$ cat config.mk
export PLATFORM = sky130hd
export DESIGN_NAME = sar_search_flat
export DESIGN_NICKNAME = d
export VERILOG_FILES = /design/src/rtl/sar_search_if.sv /design/src/rtl/sar_search.sv /design/src/flat_wrapper.sv
export SDC_FILE = /design/constraint.sdc
export NUM_CORES = 1
export LEC_CHECK = 0
export BUFFER_PORTS_ARGS = -buffer_cell sky130_fd_sc_hd__buf_2
export CORE_MARGIN = 1.5
export CORE_UTILIZATION = 27
export DETAILED_ROUTE_END_ITERATION = 6
export PLACE_DENSITY = 0.5
export REMOVE_ABC_BUFFERS = 1
export SLEW_MARGIN = 20
export SYNTH_ARGS = -nofsm -noshare
export SYNTH_HDL_FRONTEND = slang
export SYNTH_SLANG_ARGS = --single-unit
export TNS_END_PERCENT = 100
$ cat constraint.sdc
create_clock -name clk -period 3.2 [get_ports clk]
set_input_delay 0.64 -clock clk [delete_from_list [all_inputs] [get_ports clk]]
set_output_delay 0.64 -clock clk [all_outputs]
set_load 0.005 [all_outputs]
$ cat src/rtl/sar_search_if.sv
// Handshake bundle between the successive-approximation search engine and
// whoever requests a search and answers its comparisons.
interface sar_search_if;
    logic       start;
    logic [3:0] probe;
    logic       probe_valid;
    logic       cmp_valid;
    logic       cmp_gt;
    logic       cmp_lt;
    logic       cmp_eq;
    logic       busy;
    logic       done;
    logic [3:0] result;
    logic       found;
    logic       err;

    // Search engine side
    modport slave (
        input  start, cmp_valid, cmp_gt, cmp_lt, cmp_eq,
        output probe, probe_valid, busy, done, result, found, err
    );

    // Requester / comparator side
    modport master (
        output start, cmp_valid, cmp_gt, cmp_lt, cmp_eq,
        input  probe, probe_valid, busy, done, result, found, err
    );
endinterface

$ cat src/rtl/sar_search.sv
// 4-bit successive-approximation search. Each trial offers a probe value to an
// external comparator and keeps or drops the trial bit depending on whether the
// target is above or below the probe. An equal answer ends the search early; a
// final VERIFY probe confirms the accumulated value after the last bit.
module sar_search (
    input  logic         clk,
    input  logic         rst_n,
    sar_search_if.slave  bus
);

    typedef enum logic [2:0] {
        IDLE,
        LOAD,
        WAIT,
        VERIFY,
        FINISH
    } state_t;

    // Cycles without a comparator answer before giving up (15 cycles total).
    localparam logic [3:0] WAIT_LIMIT = 4'd14;

    state_t     state_reg;
    logic [3:0] acc_reg;
    logic [1:0] ptr_reg;
    logic [3:0] wait_cnt_reg;
    logic [3:0] probe_reg;
    logic       probe_valid_reg;
    logic       busy_reg;
    logic       done_reg;
    logic [3:0] result_reg;
    logic       found_reg;
    logic       err_reg;

    logic [3:0] trial_mask;
    logic       one_flag;
    logic [3:0] acc_next;

    // One-hot mask of the bit currently under trial.
    genvar gi;
    generate
        for (gi = 0; gi < 4; gi++) begin : g_trial_mask
            assign trial_mask[gi] = (ptr_reg == gi[1:0]);
        end
    endgenerate

    // A comparator answer is well-formed only with exactly one flag raised.
    assign one_flag = (bus.cmp_gt ^ bus.cmp_lt ^ bus.cmp_eq)
                    & ~(bus.cmp_gt & bus.cmp_lt & bus.cmp_eq);

    // Target above the probe keeps the trial bit (probe already holds it);
    // target below leaves the accumulator without it.
    assign acc_next = bus.cmp_gt ? probe_reg : acc_reg;

    // Search sequencer with all outputs registered.
    always_ff @(posedge clk) begin
        if (!rst_n) begin
            state_reg       <= IDLE;
            acc_reg         <= 4'd0;
            ptr_reg         <= 2'd3;
            wait_cnt_reg    <= 4'd0;
            probe_reg       <= 4'd0;
            probe_valid_reg <= 1'b0;
            busy_reg        <= 1'b0;
            done_reg        <= 1'b0;
            result_reg      <= 4'd0;
            found_reg       <= 1'b0;
            err_reg         <= 1'b0;
        end else begin
            case (state_reg)
                IDLE: begin
                    done_reg        <= 1'b0;
                    probe_valid_reg <= 1'b0;
                    busy_reg        <= 1'b0;
                    if (bus.start) begin
                        acc_reg   <= 4'd0;
                        ptr_reg   <= 2'd3;
                        found_reg <= 1'b0;
                        err_reg   <= 1'b0;
                        busy_reg  <= 1'b1;
                        state_reg <= LOAD;
                    end
                end

                LOAD: begin
                    probe_reg       <= acc_reg | trial_mask;
                    probe_valid_reg <= 1'b1;
                    wait_cnt_reg    <= 4'd0;
                    state_reg       <= WAIT;
                end

                WAIT: begin
                    if (bus.cmp_valid) begin
                        if (!one_flag) begin
                            err_reg         <= 1'b1;
                            found_reg       <= 1'b0;
                            result_reg      <= probe_reg;
                            probe_valid_reg <= 1'b0;
                            done_reg        <= 1'b1;
                            state_reg       <= FINISH;
                        end else if (bus.cmp_eq) begin
                            result_reg      <= probe_reg;
                            found_reg       <= 1'b1;
                            probe_valid_reg <= 1'b0;
                            done_reg        <= 1'b1;
                            state_reg       <= FINISH;
                        end else begin
                            acc_reg <= acc_next;
                            if (ptr_reg != 2'd0) begin
                                ptr_reg         <= ptr_reg - 2'd1;
                                probe_valid_reg <= 1'b0;
                                state_reg       <= LOAD;
                            end else begin
                                // Last bit decided: offer the final value for confirmation.
                                probe_reg       <= acc_next;
                                probe_valid_reg <= 1'b1;
                                wait_cnt_reg    <= 4'd0;
                                state_reg       <= VERIFY;
                            end
                        end
                    end else if (wait_cnt_reg == WAIT_LIMIT) begin
                        err_reg         <= 1'b1;
                        found_reg       <= 1'b0;
                        probe_valid_reg <= 1'b0;
                        done_reg        <= 1'b1;
                        state_reg       <= FINISH;
                    end else begin
                        wait_cnt_reg <= wait_cnt_reg + 4'd1;
                    end
                end

                VERIFY: begin
                    if (bus.cmp_valid) begin
                        result_reg      <= probe_reg;
                        probe_valid_reg <= 1'b0;
                        done_reg        <= 1'b1;
                        state_reg       <= FINISH;
                        if (one_flag) begin
                            found_reg <= bus.cmp_eq;
                        end else begin
                            err_reg   <= 1'b1;
                            found_reg <= 1'b0;
                        end
                    end else if (wait_cnt_reg == WAIT_LIMIT) begin
                        err_reg         <= 1'b1;
                        found_reg       <= 1'b0;
                        probe_valid_reg <= 1'b0;
                        done_reg        <= 1'b1;
                        state_reg       <= FINISH;
                    end else begin
                        wait_cnt_reg <= wait_cnt_reg + 4'd1;
                    end
                end

                FINISH: begin
                    done_reg  <= 1'b0;
                    busy_reg  <= 1'b0;
                    state_reg <= IDLE;
                end

                default: begin
                    state_reg <= IDLE;
                end
            endcase
        end
    end

    assign bus.probe       = probe_reg;
    assign bus.probe_valid = probe_valid_reg;
    assign bus.busy        = busy_reg;
    assign bus.done        = done_reg;
    assign bus.result      = result_reg;
    assign bus.found       = found_reg;
    assign bus.err         = err_reg;

endmodule

$ cat src/flat_wrapper.sv
// flat-port wrapper written by rule: the top's interface ports become plain ports
module sar_search_flat 
  (clk, rst_n, bus_start, bus_cmp_valid, bus_cmp_gt, bus_cmp_lt, bus_cmp_eq, bus_probe, bus_probe_valid, bus_busy, bus_done, bus_result, bus_found, bus_err);
  sar_search_if bus_i ();
  input  logic clk;
  input  logic rst_n;
  input wire logic [$bits(bus_i.start)-1:0] bus_start;
  input wire logic [$bits(bus_i.cmp_valid)-1:0] bus_cmp_valid;
  input wire logic [$bits(bus_i.cmp_gt)-1:0] bus_cmp_gt;
  input wire logic [$bits(bus_i.cmp_lt)-1:0] bus_cmp_lt;
  input wire logic [$bits(bus_i.cmp_eq)-1:0] bus_cmp_eq;
  output wire logic [$bits(bus_i.probe)-1:0] bus_probe;
  output wire logic [$bits(bus_i.probe_valid)-1:0] bus_probe_valid;
  output wire logic [$bits(bus_i.busy)-1:0] bus_busy;
  output wire logic [$bits(bus_i.done)-1:0] bus_done;
  output wire logic [$bits(bus_i.result)-1:0] bus_result;
  output wire logic [$bits(bus_i.found)-1:0] bus_found;
  output wire logic [$bits(bus_i.err)-1:0] bus_err;
  assign bus_i.start = bus_start;
  assign bus_i.cmp_valid = bus_cmp_valid;
  assign bus_i.cmp_gt = bus_cmp_gt;
  assign bus_i.cmp_lt = bus_cmp_lt;
  assign bus_i.cmp_eq = bus_cmp_eq;
  assign bus_probe = bus_i.probe;
  assign bus_probe_valid = bus_i.probe_valid;
  assign bus_busy = bus_i.busy;
  assign bus_done = bus_i.done;
  assign bus_result = bus_i.result;
  assign bus_found = bus_i.found;
  assign bus_err = bus_i.err;
  sar_search u_core (.clk(clk), .rst_n(rst_n), .bus(bus_i));
endmodule
==> impl_results.md <==
- Vias after detailed routing: around 1300
- CP startpoint kind: input pin
- Cell chain of the critical path: buf_2, ha_1, ha_1, or4b_1, buf_4, nor4_1, a211oi_1, o221a_2
- Critical R2R Capture: u_core.wait_cnt_reg[2]$_SDFFE_PN0P_
- Synthesis Warnings: 0
- Count of final setup violators: 0
- Number of global-route vias before repair: roughly 1200
- Number of antenna-violating nets in the routed design: 0
- Number of enable-type register cells in the synthesized netlist: 0
- Number of antenna diodes: 0
- Net total in the final layout: around 200
- Tightest Pin Transition: around 0.64 ns
- TNS Setup: 0 ns
- Remaining design rule violation count: 0
- Vertical die dimension: 74.98 um
- RSZ-0062 raised after global routing: false
- Cell area after synthesis: between 1000 and 1500 um^2
- CP peak stage delay: between 0.5 and 0.6 ns
- Largest net degree at the start of global routing: 20
- Slew HR: 0.5741
- Area contributors post-synth: sky130_fd_sc_hd__dfxtp_1 (37%), sky130_fd_sc_hd__ha_1 (8.1%), sky130_fd_sc_hd__a211oi_1 (4.8%)
- Startpoint of the lowest-slack hold path: u_core.bus.result[1]$_SDFFE_PN0P_
- Final instance area: ~1600 um^2
- Post-cts sizing count: 0
- Peak supply drop: between 0.15 and 0.2 mV
- Synth cell types: 39
- Synthesized instance count: about 160
- Part of the Yosys area used for sequential elements: 0.3721
- Startpoint-to-endpoint class of the critical path: input pin to register
- Leakage dissipation: 0.6306 nW
- Initial antenna violation count: 0
- Weighted congestion reported at the end of routability-driven placement: between 0.7 and 0.8
- Final setup margin: ~0.58 ns
- Run status: finished, final reports clean
- Final min period: ~2.6 ns
- Final worst-path cycle share: 0.8185
- Clock root buffer: sky130_fd_sc_hd__clkbuf_8
- R2R Path Start: u_core.ptr_reg[0]$_SDFFE_PN1P_
- Post-CTS setup repair buffer count: 0
- Utilization after layout: 0.3231
- Post-Place Cell Area: 1588 um^2
- Slew Limit Fails: 0
- Prevailing post-synth register cell: sky130_fd_sc_hd__dfxtp_1
- Worst setup path end: u_core.bus.probe[2]$_SDFFE_PN0P_
- Seq cells post-synth: 26
- Timing-limited maximum frequency: between 300 and 400 MHz
- Post-DR vias/cell: about 5
- Hold buffer count at cts: 0
- Clock-pin slew reported for the worst setup and hold paths after clock tree synthesis: 0.08 ns
- I/O pin count: 20
- Endpoint kind of the worst setup timing path: register
- P per Cell Area: between 400 and 500 nW/um^2
- Area share of the leading cell type in the synthesized netlist: 0.3721
- Total count of hold-check failures in the final report: 0
- HPWL Detailed: approximately 2600 um
- Buffers and inverters on the worst path: 2
- CTS sink count: 26
- Initial core utilization: 0.2774
- Total number of cells along the worst setup path: 8
- Critical Path Start: bus_cmp_gt
- Worst-case clock skew: between 0.006 and 0.007 ns
- Clock latency at the later pin of the worst-skew pair: 0.27 ns
- Total core area: between 5000 and 6000 um^2
- First-pass iteration count of the detailed router: 4
- Average detailed-routed wire length per instance: ~14 um
- Remaining Overflow, GRT: 0
- Layout cells sized above 1: 0.2022
- Total length of routed wires: 3516 um
- Post-Synthesis Mean Instance Area: around 8.6 um^2
- Global-route wire length before repair: slightly below 6000 um
- GRT Overall Usage: 0.1360
- Ys async rst share: 0
- Arrival time of data at the critical path endpoint: about 2.8 ns
- Slowest-stage cell, CP: sky130_fd_sc_hd__or4b_1
- Cell family with the largest share of critical-path delay: simple AND/OR/NAND/NOR gates
- Class of the worst hold path: register to register
- Number of buffers created by CTS: 3
- # placed instances: 250
- Standard-cell row count: 26
- Growth of design area from synthesis to finish: 16.46%
- Post-Place Setup Slack: 0.3686 ns
- Cell taking the most area after synthesis: sky130_fd_sc_hd__dfxtp_1
- Reg2Reg Setup Slack: approximately 1.2 ns
- Worst-case clock buffer depth: 2
- Number of violations of the max-capacitance limit: 0
- Req. time, crit path: approximately 3.4 ns
- CP max FO: 10
- Number of I/O port buffers: 19
- Width of the chip: about 75 um
- Overall die area: 5622 um^2
- Critical path's most frequent cell: sky130_fd_sc_hd__ha_1
- Post-route insts no fill: roughly 250
- TritonCTS clock tree: done
- Initial DRC Count: 84
- Reg2reg path depth: 6
- H-tree levels: 1
stage by stage:
step                hold WS, ns  power, mW
CTS                      0.4818     0.7574
floorplan                0.4598     0.4986
global route             0.5048     0.7922
detailed placement       0.4687     0.5692
global placement         0.4674     0.5681
finish                   0.4760     0.7434
cell usage in the layout, fill, tap and decap left out, types with 2 or more instances in the layout:
cell	Yosys	routed
sky130_fd_sc_hd__o21ai_0	6	6
sky130_fd_sc_hd__nor2b_1	4	4
sky130_fd_sc_hd__a31oi_1	6	6
sky130_fd_sc_hd__nor3_1	7	7
sky130_fd_sc_hd__nor4_1	4	4
sky130_fd_sc_hd__dfxtp_1	26	26
sky130_fd_sc_hd__nand3_1	3	3
sky130_fd_sc_hd__inv_1	6	6
sky130_fd_sc_hd__o22ai_1	4	4
sky130_fd_sc_hd__o221a_2	5	5
sky130_fd_sc_hd__a211oi_1	9	9
sky130_fd_sc_hd__a2111oi_0	2	2
sky130_fd_sc_hd__buf_4	0	4
sky130_fd_sc_hd__and3_1	2	2
sky130_fd_sc_hd__nand2_1	18	18
sky130_fd_sc_hd__ha_1	9	9
sky130_fd_sc_hd__nand2b_1	3	3
sky130_fd_sc_hd__a21oi_1	11	11
sky130_fd_sc_hd__nor2_1	12	12
sky130_fd_sc_hd__o31ai_1	2	2
sky130_fd_sc_hd__clkbuf_8	0	3
sky130_fd_sc_hd__buf_2	1	19
power breakdown:
group          leakage [nW]  total, mW  internal, mW  switching (mW)
sequential            0.211      0.388         0.349          0.0397
combinational         0.398      0.173        0.0766          0.0965
clock                0.0216      0.182        0.0842          0.0979
cells by family after synthesis:
kind of cell,count (synthesis),synth area share
and+or+nand+nor,63,0.2370
adders and majority gates,9,0.08050
buffers and inverters,13,0.03577
DFF,26,0.3721
AOI/OAI and AO/OA,52,0.2746
Yosys cell counts, drive strengths merged (4+ instances only):
master,instances
dfxtp,26
a21oi,11
nor4,4
o22ai,4
a211oi,11
o221a,5
o21ai,6
nand2,18
clkbuf,5
nor2,12
ha,9
nor2b,4
inv,6
a31oi,6
nor3,7
metal layers:
layer	part of all wire	wire length [um]	track usage	vias to the layer above
li1	-	-	-	657
met1	0.50	1743	0.1907	584
met2	0.46	1600	0.2094	28
met3	0.036	128	0.02276	4
met4	0.013	44	0.05051	0
met5	0	0	0	-
worst min-delay path, delay by kind of cell, from the launching register on:
kind / cells / cell delay (ns)
compound gates: 2 / 0.12
flops: 1 / 0.31
cell type report:
class | count | area [um^2]
Multi-Input combinational cell | 124 | 828.3
Fill cell | 547 | 3413
Tap cell | 70 | 87.58
Timing Repair Buffer | 23 | 125.1
Inverter | 7 | 26.28
Clock buffer | 3 | 41.29
Sequential cell | 26 | 520.5
worst min path at each step:
stage                     cells past startpoint                                 to  slack, ns
after global placement                        2  u_core.bus.result[2]$_SDFFE_PN0P_       0.47
after global routing                          2       u_core.bus.busy$_SDFFE_PN0N_       0.50
final                                         2  u_core.bus.result[1]$_SDFFE_PN0P_       0.48
after floorplan                               2     u_core.acc_reg[0]$_SDFFE_PN0P_       0.46
after CTS                                     2  u_core.bus.result[1]$_SDFFE_PN0P_       0.48
after detailed placement                      2  u_core.bus.result[1]$_SDFFE_PN0P_       0.47
Note: power is estimated with default switching activity, not from simulation.
